File: src/rtl/jpc_pkg.sv
// Shared decode definitions: opcode constants, instruction class enum and
// the decoded-entry record held in the decode queue.
package jpc_pkg;

    localparam logic [6:0] OPC_OP       = 7'b0110011;
    localparam logic [6:0] OPC_OP_IMM   = 7'b0010011;
    localparam logic [6:0] OPC_LOAD     = 7'b0000011;
    localparam logic [6:0] OPC_STORE    = 7'b0100011;
    localparam logic [6:0] OPC_BRANCH   = 7'b1100011;
    localparam logic [6:0] OPC_LUI      = 7'b0110111;
    localparam logic [6:0] OPC_AUIPC    = 7'b0010111;
    localparam logic [6:0] OPC_JAL      = 7'b1101111;
    localparam logic [6:0] OPC_JALR     = 7'b1100111;
    localparam logic [6:0] OPC_MISC_MEM = 7'b0001111;
    localparam logic [6:0] OPC_SYSTEM   = 7'b1110011;

    typedef enum logic [3:0] {
        ALU_R   = 4'd0,
        ALU_I   = 4'd1,
        LOAD    = 4'd2,
        STORE   = 4'd3,
        BRANCH  = 4'd4,
        JAL     = 4'd5,
        JALR    = 4'd6,
        LUI     = 4'd7,
        AUIPC   = 4'd8,
        FENCE   = 4'd9,
        SYSTEM  = 4'd10,
        CSR     = 4'd11,
        ILLEGAL = 4'd12
    } jpc_class_e;

    // Every immediate (including a zero-extended CSR address) fits in 32
    // signed bits, so the entry keeps 32 bits and the queue sign-extends
    // to XLEN on the way out.
    typedef struct packed {
        logic [31:0] imm;
        logic [4:0]  rs1;
        logic [4:0]  rs2;
        logic [4:0]  rd;
        logic [6:0]  opcode;
        logic [2:0]  funct3;
        logic [6:0]  funct7;
        jpc_class_e  cls;
        logic        ecall;
        logic        ebreak;
        logic        fence;
        logic        fence_i;
        logic        illegal;
    } dec_entry_t;

endpackage

File: src/rtl/jpc_idecode_core.sv
// Combinational RV32/64 base instruction decode: field and immediate
// extraction plus legality. Build option: JPC_ZICSR_EN makes the CSR
// SYSTEM encodings legal (class CSR, imm = zero-extended csr address).
module jpc_idecode_core
    import jpc_pkg::*;
(
    input  logic [31:0] instr_i,
    output dec_entry_t  entry_o
);

    logic [6:0]  opcode;
    logic [2:0]  funct3;
    logic [31:0] imm_i;
    logic [31:0] imm_s;
    logic [31:0] imm_b;
    logic [31:0] imm_u;
    logic [31:0] imm_j;

    assign opcode = instr_i[6:0];
    assign funct3 = instr_i[14:12];
    assign imm_i  = {{20{instr_i[31]}}, instr_i[31:20]};
    assign imm_s  = {{20{instr_i[31]}}, instr_i[31:25], instr_i[11:7]};
    assign imm_b  = {{19{instr_i[31]}}, instr_i[31], instr_i[7], instr_i[30:25], instr_i[11:8], 1'b0};
    assign imm_u  = {instr_i[31:12], 12'h000};
    assign imm_j  = {{11{instr_i[31]}}, instr_i[31], instr_i[19:12], instr_i[20], instr_i[30:21], 1'b0};

    // Classify by opcode, then squash immediate and flags if the encoding is illegal
    always_comb begin
        logic bad;
        bad             = 1'b0;
        entry_o         = '0;
        entry_o.rs1     = instr_i[19:15];
        entry_o.rs2     = instr_i[24:20];
        entry_o.rd      = instr_i[11:7];
        entry_o.opcode  = opcode;
        entry_o.funct3  = funct3;
        entry_o.funct7  = instr_i[31:25];
        entry_o.cls     = ILLEGAL;
        case (opcode)
            OPC_OP:     entry_o.cls = ALU_R;
            OPC_OP_IMM: begin entry_o.cls = ALU_I;  entry_o.imm = imm_i; end
            OPC_LOAD:   begin entry_o.cls = LOAD;   entry_o.imm = imm_i; end
            OPC_STORE:  begin entry_o.cls = STORE;  entry_o.imm = imm_s; end
            OPC_BRANCH: begin entry_o.cls = BRANCH; entry_o.imm = imm_b; end
            OPC_LUI:    begin entry_o.cls = LUI;    entry_o.imm = imm_u; end
            OPC_AUIPC:  begin entry_o.cls = AUIPC;  entry_o.imm = imm_u; end
            OPC_JAL:    begin entry_o.cls = JAL;    entry_o.imm = imm_j; end
            OPC_JALR: begin
                entry_o.cls = JALR;
                entry_o.imm = imm_i;
                bad         = (funct3 != 3'b000);
            end
            OPC_MISC_MEM: begin
                entry_o.cls     = FENCE;
                entry_o.imm     = imm_i;
                entry_o.fence   = (funct3 == 3'b000);
                entry_o.fence_i = (funct3 == 3'b001);
                bad             = (funct3[2:1] != 2'b00);
            end
            OPC_SYSTEM: begin
                entry_o.cls = SYSTEM;
                case (funct3)
                    3'b000: begin
                        if (instr_i[31:20] == 12'd0) begin
                            entry_o.ecall = 1'b1;
                        end else if (instr_i[31:20] == 12'd1) begin
                            entry_o.ebreak = 1'b1;
                        end else begin
                            bad = 1'b1;
                        end
                    end
                    3'b100: bad = 1'b1;
                    default: begin
`ifdef JPC_ZICSR_EN
                        entry_o.cls = CSR;
                        entry_o.imm = {20'h00000, instr_i[31:20]};
`else
                        bad = 1'b1;
`endif
                    end
                endcase
            end
            default: bad = 1'b1;
        endcase
        if (bad) begin
            entry_o.cls     = ILLEGAL;
            entry_o.imm     = '0;
            entry_o.ecall   = 1'b0;
            entry_o.ebreak  = 1'b0;
            entry_o.fence   = 1'b0;
            entry_o.fence_i = 1'b0;
            entry_o.illegal = 1'b1;
        end
    end

endmodule

File: src/rtl/jpc_idecode_q.sv
// Decode stage with a DEPTH-entry show-ahead queue of decoded instructions
// and a saturating illegal-instruction counter. Build option JPC_ZICSR_EN
// is consumed by jpc_idecode_core.
module jpc_idecode_q
    import jpc_pkg::*;
#(
    parameter int XLEN  = 32,
    parameter int DEPTH = 2,
    parameter int CNT_W = 16
) (
    input  logic             clk_I,
    input  logic             rst_I,
    input  logic             instr_valid_I,
    output logic             instr_ready_O,
    input  logic [31:0]      instr_I,
    input  logic [XLEN-1:0]  pc_I,
    input  logic             flush_I,
    output logic             dec_valid_O,
    input  logic             dec_ready_I,
    output logic [XLEN-1:0]  dec_pc_O,
    output logic [XLEN-1:0]  dec_imm_O,
    output logic [4:0]       dec_rs1_O,
    output logic [4:0]       dec_rs2_O,
    output logic [4:0]       dec_rd_O,
    output logic [6:0]       dec_opcode_O,
    output logic [2:0]       dec_funct3_O,
    output logic [6:0]       dec_funct7_O,
    output logic [3:0]       dec_class_O,
    output logic             dec_ecall_O,
    output logic             dec_ebreak_O,
    output logic             dec_fence_O,
    output logic             dec_fence_i_O,
    output logic             dec_illegal_O,
    output logic [CNT_W-1:0] illegal_cnt_O
);

    localparam int AW = $clog2(DEPTH);
    localparam int PW = AW + 1;

    dec_entry_t       new_entry;
    dec_entry_t       head;
    dec_entry_t       entry_mem [DEPTH];
    logic [XLEN-1:0]  pc_mem    [DEPTH];
    logic [PW-1:0]    wr_ptr_q, wr_ptr_d;
    logic [PW-1:0]    rd_ptr_q, rd_ptr_d;
    logic [CNT_W-1:0] cnt_q, cnt_d;
    logic             full;
    logic             empty;
    logic             push;
    logic             pop;

    jpc_idecode_core u_core (
        .instr_i (instr_I),
        .entry_o (new_entry)
    );

    // Extra pointer MSB separates full (MSBs differ) from empty (equal)
    assign empty = (wr_ptr_q == rd_ptr_q);
    assign full  = (wr_ptr_q[AW] != rd_ptr_q[AW]) && (wr_ptr_q[AW-1:0] == rd_ptr_q[AW-1:0]);

    assign instr_ready_O = !full;
    assign dec_valid_O   = !empty;
    assign push          = instr_valid_I && instr_ready_O && !flush_I;
    assign pop           = dec_valid_O && dec_ready_I;

    // Next pointers and counter; flush drops everything, queued or offered
    always_comb begin
        wr_ptr_d = wr_ptr_q;
        rd_ptr_d = rd_ptr_q;
        cnt_d    = cnt_q;
        if (flush_I) begin
            wr_ptr_d = '0;
            rd_ptr_d = '0;
        end else begin
            if (push) begin
                wr_ptr_d = wr_ptr_q + PW'(1);
            end
            if (pop) begin
                rd_ptr_d = rd_ptr_q + PW'(1);
            end
        end
        if (push && new_entry.illegal && (cnt_q != '1)) begin
            cnt_d = cnt_q + CNT_W'(1);
        end
    end

    // State registers; reset wins over every other action
    always_ff @(posedge clk_I) begin
        if (rst_I) begin
            wr_ptr_q <= '0;
            rd_ptr_q <= '0;
            cnt_q    <= '0;
        end else begin
            wr_ptr_q <= wr_ptr_d;
            rd_ptr_q <= rd_ptr_d;
            cnt_q    <= cnt_d;
        end
    end

    // Queue storage is not reset; validity comes from the pointers alone
    always_ff @(posedge clk_I) begin
        if (push) begin
            entry_mem[wr_ptr_q[AW-1:0]] <= new_entry;
            pc_mem[wr_ptr_q[AW-1:0]]    <= pc_I;
        end
    end

    assign head          = entry_mem[rd_ptr_q[AW-1:0]];
    assign dec_pc_O      = pc_mem[rd_ptr_q[AW-1:0]];
    assign dec_imm_O     = XLEN'($signed(head.imm));
    assign dec_rs1_O     = head.rs1;
    assign dec_rs2_O     = head.rs2;
    assign dec_rd_O      = head.rd;
    assign dec_opcode_O  = head.opcode;
    assign dec_funct3_O  = head.funct3;
    assign dec_funct7_O  = head.funct7;
    assign dec_class_O   = head.cls;
    assign dec_ecall_O   = dec_valid_O && head.ecall;
    assign dec_ebreak_O  = dec_valid_O && head.ebreak;
    assign dec_fence_O   = dec_valid_O && head.fence;
    assign dec_fence_i_O = dec_valid_O && head.fence_i;
    assign dec_illegal_O = dec_valid_O && head.illegal;
    assign illegal_cnt_O = cnt_q;

endmodule

File: config.mk
export PLATFORM = sky130hd
export DESIGN_NAME = jpc_idecode_q
export DESIGN_NICKNAME = d
export VERILOG_FILES = /design/src/rtl/jpc_pkg.sv /design/src/rtl/jpc_idecode_core.sv /design/src/rtl/jpc_idecode_q.sv
export SDC_FILE = /design/constraint.sdc
export NUM_CORES = 1
export LEC_CHECK = 0
export ABC_AREA = 1
export BUFFER_PORTS_ARGS = -buffer_cell sky130_fd_sc_hd__buf_4
export CORE_MARGIN = 1.5
export CORE_UTILIZATION = 50
export CTS_CLUSTER_DIAMETER = 30
export DETAILED_ROUTE_END_ITERATION = 7
export PLACE_DENSITY = 0.73
export SLEW_MARGIN = 20
export SYNTH_ARGS = -nofsm -noshare
export SYNTH_HDL_FRONTEND = slang
export SYNTH_SLANG_ARGS = --single-unit
File: constraint.sdc
create_clock -name clk_I -period 8.7 [get_ports clk_I]
set_input_delay 1.74 -clock clk_I [delete_from_list [all_inputs] [get_ports clk_I]]
set_output_delay 1.74 -clock clk_I [all_outputs]
set_load 0.01 [all_outputs]
==> key figures, run 1 <==
Clocking
  – CTS sink count: ~230
  – Num CTS Buffers: 43
  – H-tree levels: 2
  – CTS Hold Bufs: 0
  – CTS root buf: clkbuf_16
  – Post-cts gate resize count: 0
  – Post-CTS setup buffer count: 0
  – Max clock buf depth: 3
  – TritonCTS clock tree: built
  – Register clock-pin slew on the reported worst setup and hold paths: 0.04 ns
  – Clk_lat worst skew: 0.50 ns

Die
  – Area of the die: roughly 0.02 mm²
  – Top-Level Pins: 192
  – Core Region: between 0.015 and 0.02 mm²
  – Die Height: 142.3 µm
  – Core Rows: 50
  – Die X: 142.3 µm
  – Initial cell density of the core: 51.37%

GRT
  – First-pass GRT wire length: roughly 34000 µm
  – Grt ovf: 0
  – Routing usage on met1: about 28%
  – Initial antenna violation count: 0
  – GR Layer Usage met3: 5.249%
  – Vias in the first global route: 6517
  – Global routing's busiest layer: met2
  – Gr usage total: 21.53%
  – Met2 Use GR: 35.28%
  – Largest net degree at the start of global routing: 74

Power and ir drop
  – Worst VDD drop: 0.1637 mV
  – Pwr dens: around 230 mW/mm²
  – Leakage: 5.039 nW
  – Power Total: 2.945 mW

Detailed routing
  – DR pass1 iterations: 5
  – Detailed-route vias per instance: 5.022
  – WL final: 22050 µm
  – Post-route DRC: 0
  – Initial DRC count: 473
  – Final ANT Viol Nets: 0
  – WL per Instance: 16.07 µm
  – DR vias: 6890

Layout
  – Commonest non-fill, non-tap cells in the layout: nand2_1, edfxtp_1, buf_4
  – Area growth, synth to finish: 30.95%
  – Share of layout cells above drive strength 1: 28.60%
  – Leading cell type in the layout, fill and taps excluded: nand2_1
  – Final nets: 1150
  – N_diodes: 0

Yosys
  – Top_reg_cell synth: edfxtp_1
  – Post-synth ARST share: 0%
  – Number of synthesized flops with an enable pin: 210
  – Synth Area in Compound Gates: 4.693%
  – Post-Synth XOR/XNOR Area: 1.354%
  – Sequential area share after synthesis: 69.31%
  – Mapped Cells: 874
  – Post-synthesis register bit count: 231
  – Main combinational cell family by area after synthesis: simple AND/OR/NAND/NOR gates
  – Post-synth design cell area: 0.009706 mm²
  – Mean post-synth cell area: 11.10 µm²
  – Yosys Warn Count: 0
  – Netlist cell types: 41
  – Area share of fa/ha/maj cells after synthesis: less than 1%
  – Simple-gate share of the synthesized area: 21.54%
  – Syn nets: between 900 and 1000
  – Proportion of synthesized area in mux cells: 0%

Run status
  – Status: complete, no violations

Min path
  – Class of the worst hold path: reg -> reg

Placement
  – HPWL after DPL: 13690 µm
  – Port bufs: 191
  – Routability Congestion: around 0.87

Critical path
  – WP data required: 6.96 ns
  – Crit path capture type: output pin
  – Minimum setup slack among reg-to-reg paths: between 6 and 7 ns
  – Startpoint Class: flop
  – Critical path type: reg -> out
  – Critical path peak fanout: between 70 and 80
  – Crit path arrival time: 2.63 ns

STA
  – Final Cycle Share: 50.22%
  – Final Hold Viols: 0
  – Min Clock Period, post-route: ~4.4 ns
  – Slew HR: 31.56%
  – Clk_skew: 0.01199 ns
  – RSZ-0062 raised after global routing: false
  – Achievable Freq: 0.2289 GHz
  – Slew Viols, Final: 0
  – Setup_tns: 0 ns
  – Final setup fails: 0
  – Tightest Pin Transition: 1.027 ns

Flow run
  – Max_cap viols: 0
==> synth_stat cells (2+ instances only) <==
| cell | instances | area, µm² |
|---|---|---|
| edfxtp_1 | 210 | 6306 |
| xor2_1 | 8 | 70.07 |
| clkbuf_1 | 24 | 90.09 |
| nand2_2 | 6 | 37.54 |
| nor2_4 | 3 | 33.78 |
| nand3_1 | 16 | 80.08 |
| a21oi_1 | 36 | 180.2 |
| nand2_1 | 376 | 1411 |
| clkinv_1 | 2 | 7.510 |
| a41oi_1 | 2 | 17.52 |
| xnor2_1 | 7 | 61.31 |
| nor3_1 | 8 | 40.04 |
| buf_2 | 3 | 15.01 |
| nand2_8 | 2 | 40.04 |
| nor2_2 | 4 | 25.02 |
| nand3_2 | 14 | 140.1 |
| o21ai_0 | 20 | 100.1 |
| dfxtp_1 | 21 | 420.4 |
| nor2_1 | 44 | 165.2 |
| inv_1 | 24 | 90.09 |
| a21oi_2 | 14 | 122.6 |
| inv_2 | 6 | 22.52 |
| nand4_1 | 3 | 18.77 |
| buf_1 | 3 | 11.26 |
| buf_6 | 2 | 22.52 |
==> cells by family (layout without fill, tap and decap cells) <==
| kind of cell | count (synthesis) | in the layout |
|---|---|---|
| AOI/OAI and AO/OA | 76 | 76 |
| xor gates and xnor gates | 15 | 15 |
| adders and majority gates | 1 | 1 |
| buffers and inverters | 67 | 305 |
| DFF | 231 | 231 |
| and+or+nand+nor | 484 | 484 |
==> layout make-up <==
type	instances	area, µm²
flip-flops and latches	231	6730
fillers	1438	6183
multi-input cells	576	2698
repair buffers	196	1471
clock buffers	51	1106
well taps	260	325.3
clock inverters	26	255.2
inverters	32	123.9
==> where the power goes <==
part / total (mW) / internal, mW / switching, mW
Clock: 1.54 / 1.04 / 0.499
Combinational: 0.157 / 0.0633 / 0.0934
Sequential: 1.25 / 1.24 / 0.00719
Total: 2.94 / 2.35 / 0.599
==> state kept, by name (all words and copies together), names as in the netlist, named ones only <==
register and cells:
rd_ptr_q 2, entry_mem 146, wr_ptr_q 2, illegal_cnt_O 16, pc_mem 64
==> through the flow <==
| step | instances | worst slack [ns] | hold WS (ns) | util [%] | area, µm² |
|---|---|---|---|---|---|
| floorplan | 874 | 1.793 | 0.4508 | - | 9706 |
| global placement | 1295 | 4.811 | 0.4631 | 60.07 | 11350 |
| detailed placement | 1295 | 4.789 | 0.4722 | 60.07 | 11350 |
| CTS | 1372 | 4.314 | 0.4786 | 67.27 | 12710 |
| global route | 1372 | 4.196 | 0.5251 | 67.27 | 12710 |
| finish | 1372 | 4.331 | 0.4757 | 67.27 | 12710 |
==> critical path, stage by stage, from the launching register on <==
cell and delay (ns):
dfxtp_4 0.46, clkinv_2 0.39, buf_4 0.69, nand2_1 0.12
a21oi_1 0.23, buf_4 0.16
==> layer usage <==
layer / up-vias / routed length (µm)
met5: - / 0
met4: 0 / 457
met3: 41 / 1530
met2: 238 / 10660
met1: 3238 / 9403
li1: 3373 / -
==> final timing paths <==
path                      endpoint  depth (start not counted)   startpoint
setup / recovery       dec_fence_O                          5         flop
hold / removal         rd_ptr_q[1]                          2  rd_ptr_q[1]
setup reg to reg  entry_mem[1][19]                          5  wr_ptr_q[1]
hold reg to reg        rd_ptr_q[1]                          2  rd_ptr_q[1]
No activity file was read; power rests on OpenSTA's default activity.
==> run 2: changes to the inputs <==
PLACE_DENSITY = 0.76   (was 0.73)
clock period = 3.6 ns   (was 8.7 ns; I/O delays follow)
==> run 2 against run 1 <==
Clock power grew to 2.7 times the previous value. Via count is 1.4% higher. Clock skew is 0.0011 ns lower. Worst hold slack worse by 0.089 ns. Die area stayed put. Register-to-register slack worse by 4.4 ns. Cell count is 0.29% higher. Sequential cell count stayed put. Critical path depth stayed put. Utilization is 1.2 points higher. Non-clock buffer count is 3 higher. Routed wire length is 0.88% higher. Critical path type unchanged. Highest routed layer unchanged.
==> key figures, run 2 (synthesis gave the netlist of run 1 again) <==
Run status
  – Status: complete, no violations

Power and ir drop
  – Share of total power in the clock network: 54.7% (+2.3 points)
  – Pwr dens: 578.4 mW/mm² (+150%)
  – Seq pwr share: 40.2% (-2.1 points)
  – Worst VDD drop: 0.3941 mV (+140%)
  – Switching share of power: 20.70% (+0.35 points)
  – Sw Pwr: 1.548 mW (+160%)
  – Combinational power share: 5.1% (-0.2 points)
  – Power Total: 7.480 mW (+150%)
  – Int Power: 5.932 mW (+150%)
  – Leakage: 5.120 nW (+1.6%)

Clocking
  – Max clock buf depth: 3 (unchanged)
  – CTS sink count: 231 (unchanged)
  – Post-cts gate resize count: 0 (unchanged)
  – Post-CTS setup buffer count: 0 (unchanged)
  – H-tree levels: 2 (unchanged)
  – CTS root buf: clkbuf_16
  – CTS Hold Bufs: 0 (unchanged)
  – Register clock-pin slew on the reported worst setup and hold paths: 0.05 ns (about the same)
  – Clk_lat worst skew: 0.52 ns (+0.02 ns)
  – TritonCTS clock tree: built
  – Num CTS Buffers: 43 (unchanged)

Min path
  – Worst Hold Depth: 1 (-1)
  – Class of the worst hold path: in -> reg

Critical path
  – Startpoint Class: flop
  – Reg2reg path depth: 9 (+4)
  – Critical path peak fanout: 82 (+12%)
  – Crit path arrival time: 1.98 ns (-0.65 ns)
  – Critical path type: reg -> out
  – WP data required: 2.88 ns (-4.08 ns)
  – Crit path capture type: output pin

Layout
  – Max FFs per register: 146 (unchanged)
  – Leading cell type in the layout, fill and taps excluded: nand2_1
  – Final nets: 1153 (+0.26%)
  – Commonest non-fill, non-tap cells in the layout: nand2_1, edfxtp_1, buf_4
  – Final Non-Filler Cells: 1376 (+0.29%)
  – Share of layout cells above drive strength 1: 29.39% (+0.79 points)
  – Area growth, synth to finish: 33.25%
  – N_diodes: 0 (unchanged)

Placement
  – HPWL after DPL: 14010 µm (+2.3%)
  – Routability Congestion: 0.8741 (+0.47%)
  – Setup slack at placement: 0.9922 ns (-3.797 ns)
  – Port bufs: 191 (unchanged)
  – Post-Place Cells: 1298 (+0.23%)

Detailed routing
  – Final ANT Viol Nets: 0 (unchanged)
  – WL per Instance: 16.17 µm (+0.58%)
  – Detailed-route vias per instance: 5.076 (+1.1%)
  – WL final: 22250 µm (+0.88%)
  – DR pass1 iterations: 5 (unchanged)
  – Post-route DRC: 0 (unchanged)
  – DR vias: 6984 (+1.4%)
  – Initial DRC count: 436 (-7.8%)

STA
  – Achievable Freq: 0.3698 GHz
  – Setup_tns: 0 ns (unchanged)
  – Min Clock Period, post-route: about 2.7 ns
  – Slew HR: 47.16% (+16 points)
  – Final worst slack: 0.8959 ns (-3.435 ns)
  – Final Hold Viols: 0 (unchanged)
  – Slew Viols, Final: 0 (unchanged)
  – Tightest Pin Transition: 0.7897 ns (-0.2370 ns)
  – Final setup fails: 0 (unchanged)
  – RSZ-0062 raised after global routing: false
  – Clk_skew: 0.01084 ns (-0.001146 ns)
  – Hold WS: 0.3866 ns (-0.08903 ns)
  – Final Cycle Share: 75.11%

GRT
  – First-pass GRT wire length: 34290 µm (+2.3%)
  – Vias in the first global route: 6768 (+3.9%)
  – Grt ovf: 0 (unchanged)
  – Largest net degree at the start of global routing: 83 (+12%)
  – Gr usage total: 21.95% (+0.43 points)
  – Initial antenna violation count: 0 (unchanged)

Die
  – Core Region: 0.01889 mm² (unchanged)
  – Top-Level Pins: 192 (unchanged)
  – Core Rows: 50 (unchanged)
  – Die X: 142.3 µm (unchanged)
  – Initial cell density of the core: 51.37% (unchanged)
  – Die Height: 142.3 µm (unchanged)
  – Area of the die: 0.02026 mm² (unchanged)

Flow run
  – Max_cap viols: 0 (unchanged)
run 2: layout make-up:
type | instances | area, µm²
flip-flops and latches | 231 | 6730
fillers | 1372 | 5961
multi-input cells | 576 | 2698
repair buffers | 199 | 1544
clock buffers | 49 | 1141
clock inverters | 29 | 370.4
well taps | 260 | 325.3
inverters | 32 | 123.9
run 2: per-stage QoR:
step           util (%)  instance area, µm²
2_1_floorplan         -                9713
3_3_place_gp      60.45               11420
3_5_place_dp      60.45               11420
4_1_cts           68.45               12930
5_1_grt           68.45               12930
6_report          68.45               12930
run 2: power groups by stage:
stage	combinational [mW]	clock [mW]	sequential, mW
finish	0.379	4.09	3.01
global placement	0.376	0	3.05
global route	0.414	4.30	3.01
CTS	0.384	4.16	3.01
detailed placement	0.382	0	3.06
floorplan	0.168	0	3.06
run 2: worst paths after layout:
path	from	endpoint	slack, ns
worst min-delay path	pc_I[12]	pc_mem[1][12]	0.39
worst max register to register	illegal_cnt_O[0]	illegal_cnt_O[2]	1.67
worst max-delay path	flop	dec_ecall_O	0.90
worst min register to register	rd_ptr_q[1]	rd_ptr_q[1]	0.48
run 2: critical path, stage by stage (launching register included):
cell      delay, ns
dfxtp_4        0.34
clkinv_2       0.26
buf_12         0.35
nand2_1        0.09
a21oi_1        0.23
buf_4          0.17
run 2: routing by layer:
metal | vias to the layer above | global-route usage (%) | wire [µm]
met4 | 0 | 8.899 | 496
met5 | - | 0 | 0
met2 | 261 | 37.02 | 11030
met1 | 3314 | 26.93 | 8997
li1 | 3377 | - | -
met3 | 32 | 5.922 | 1727
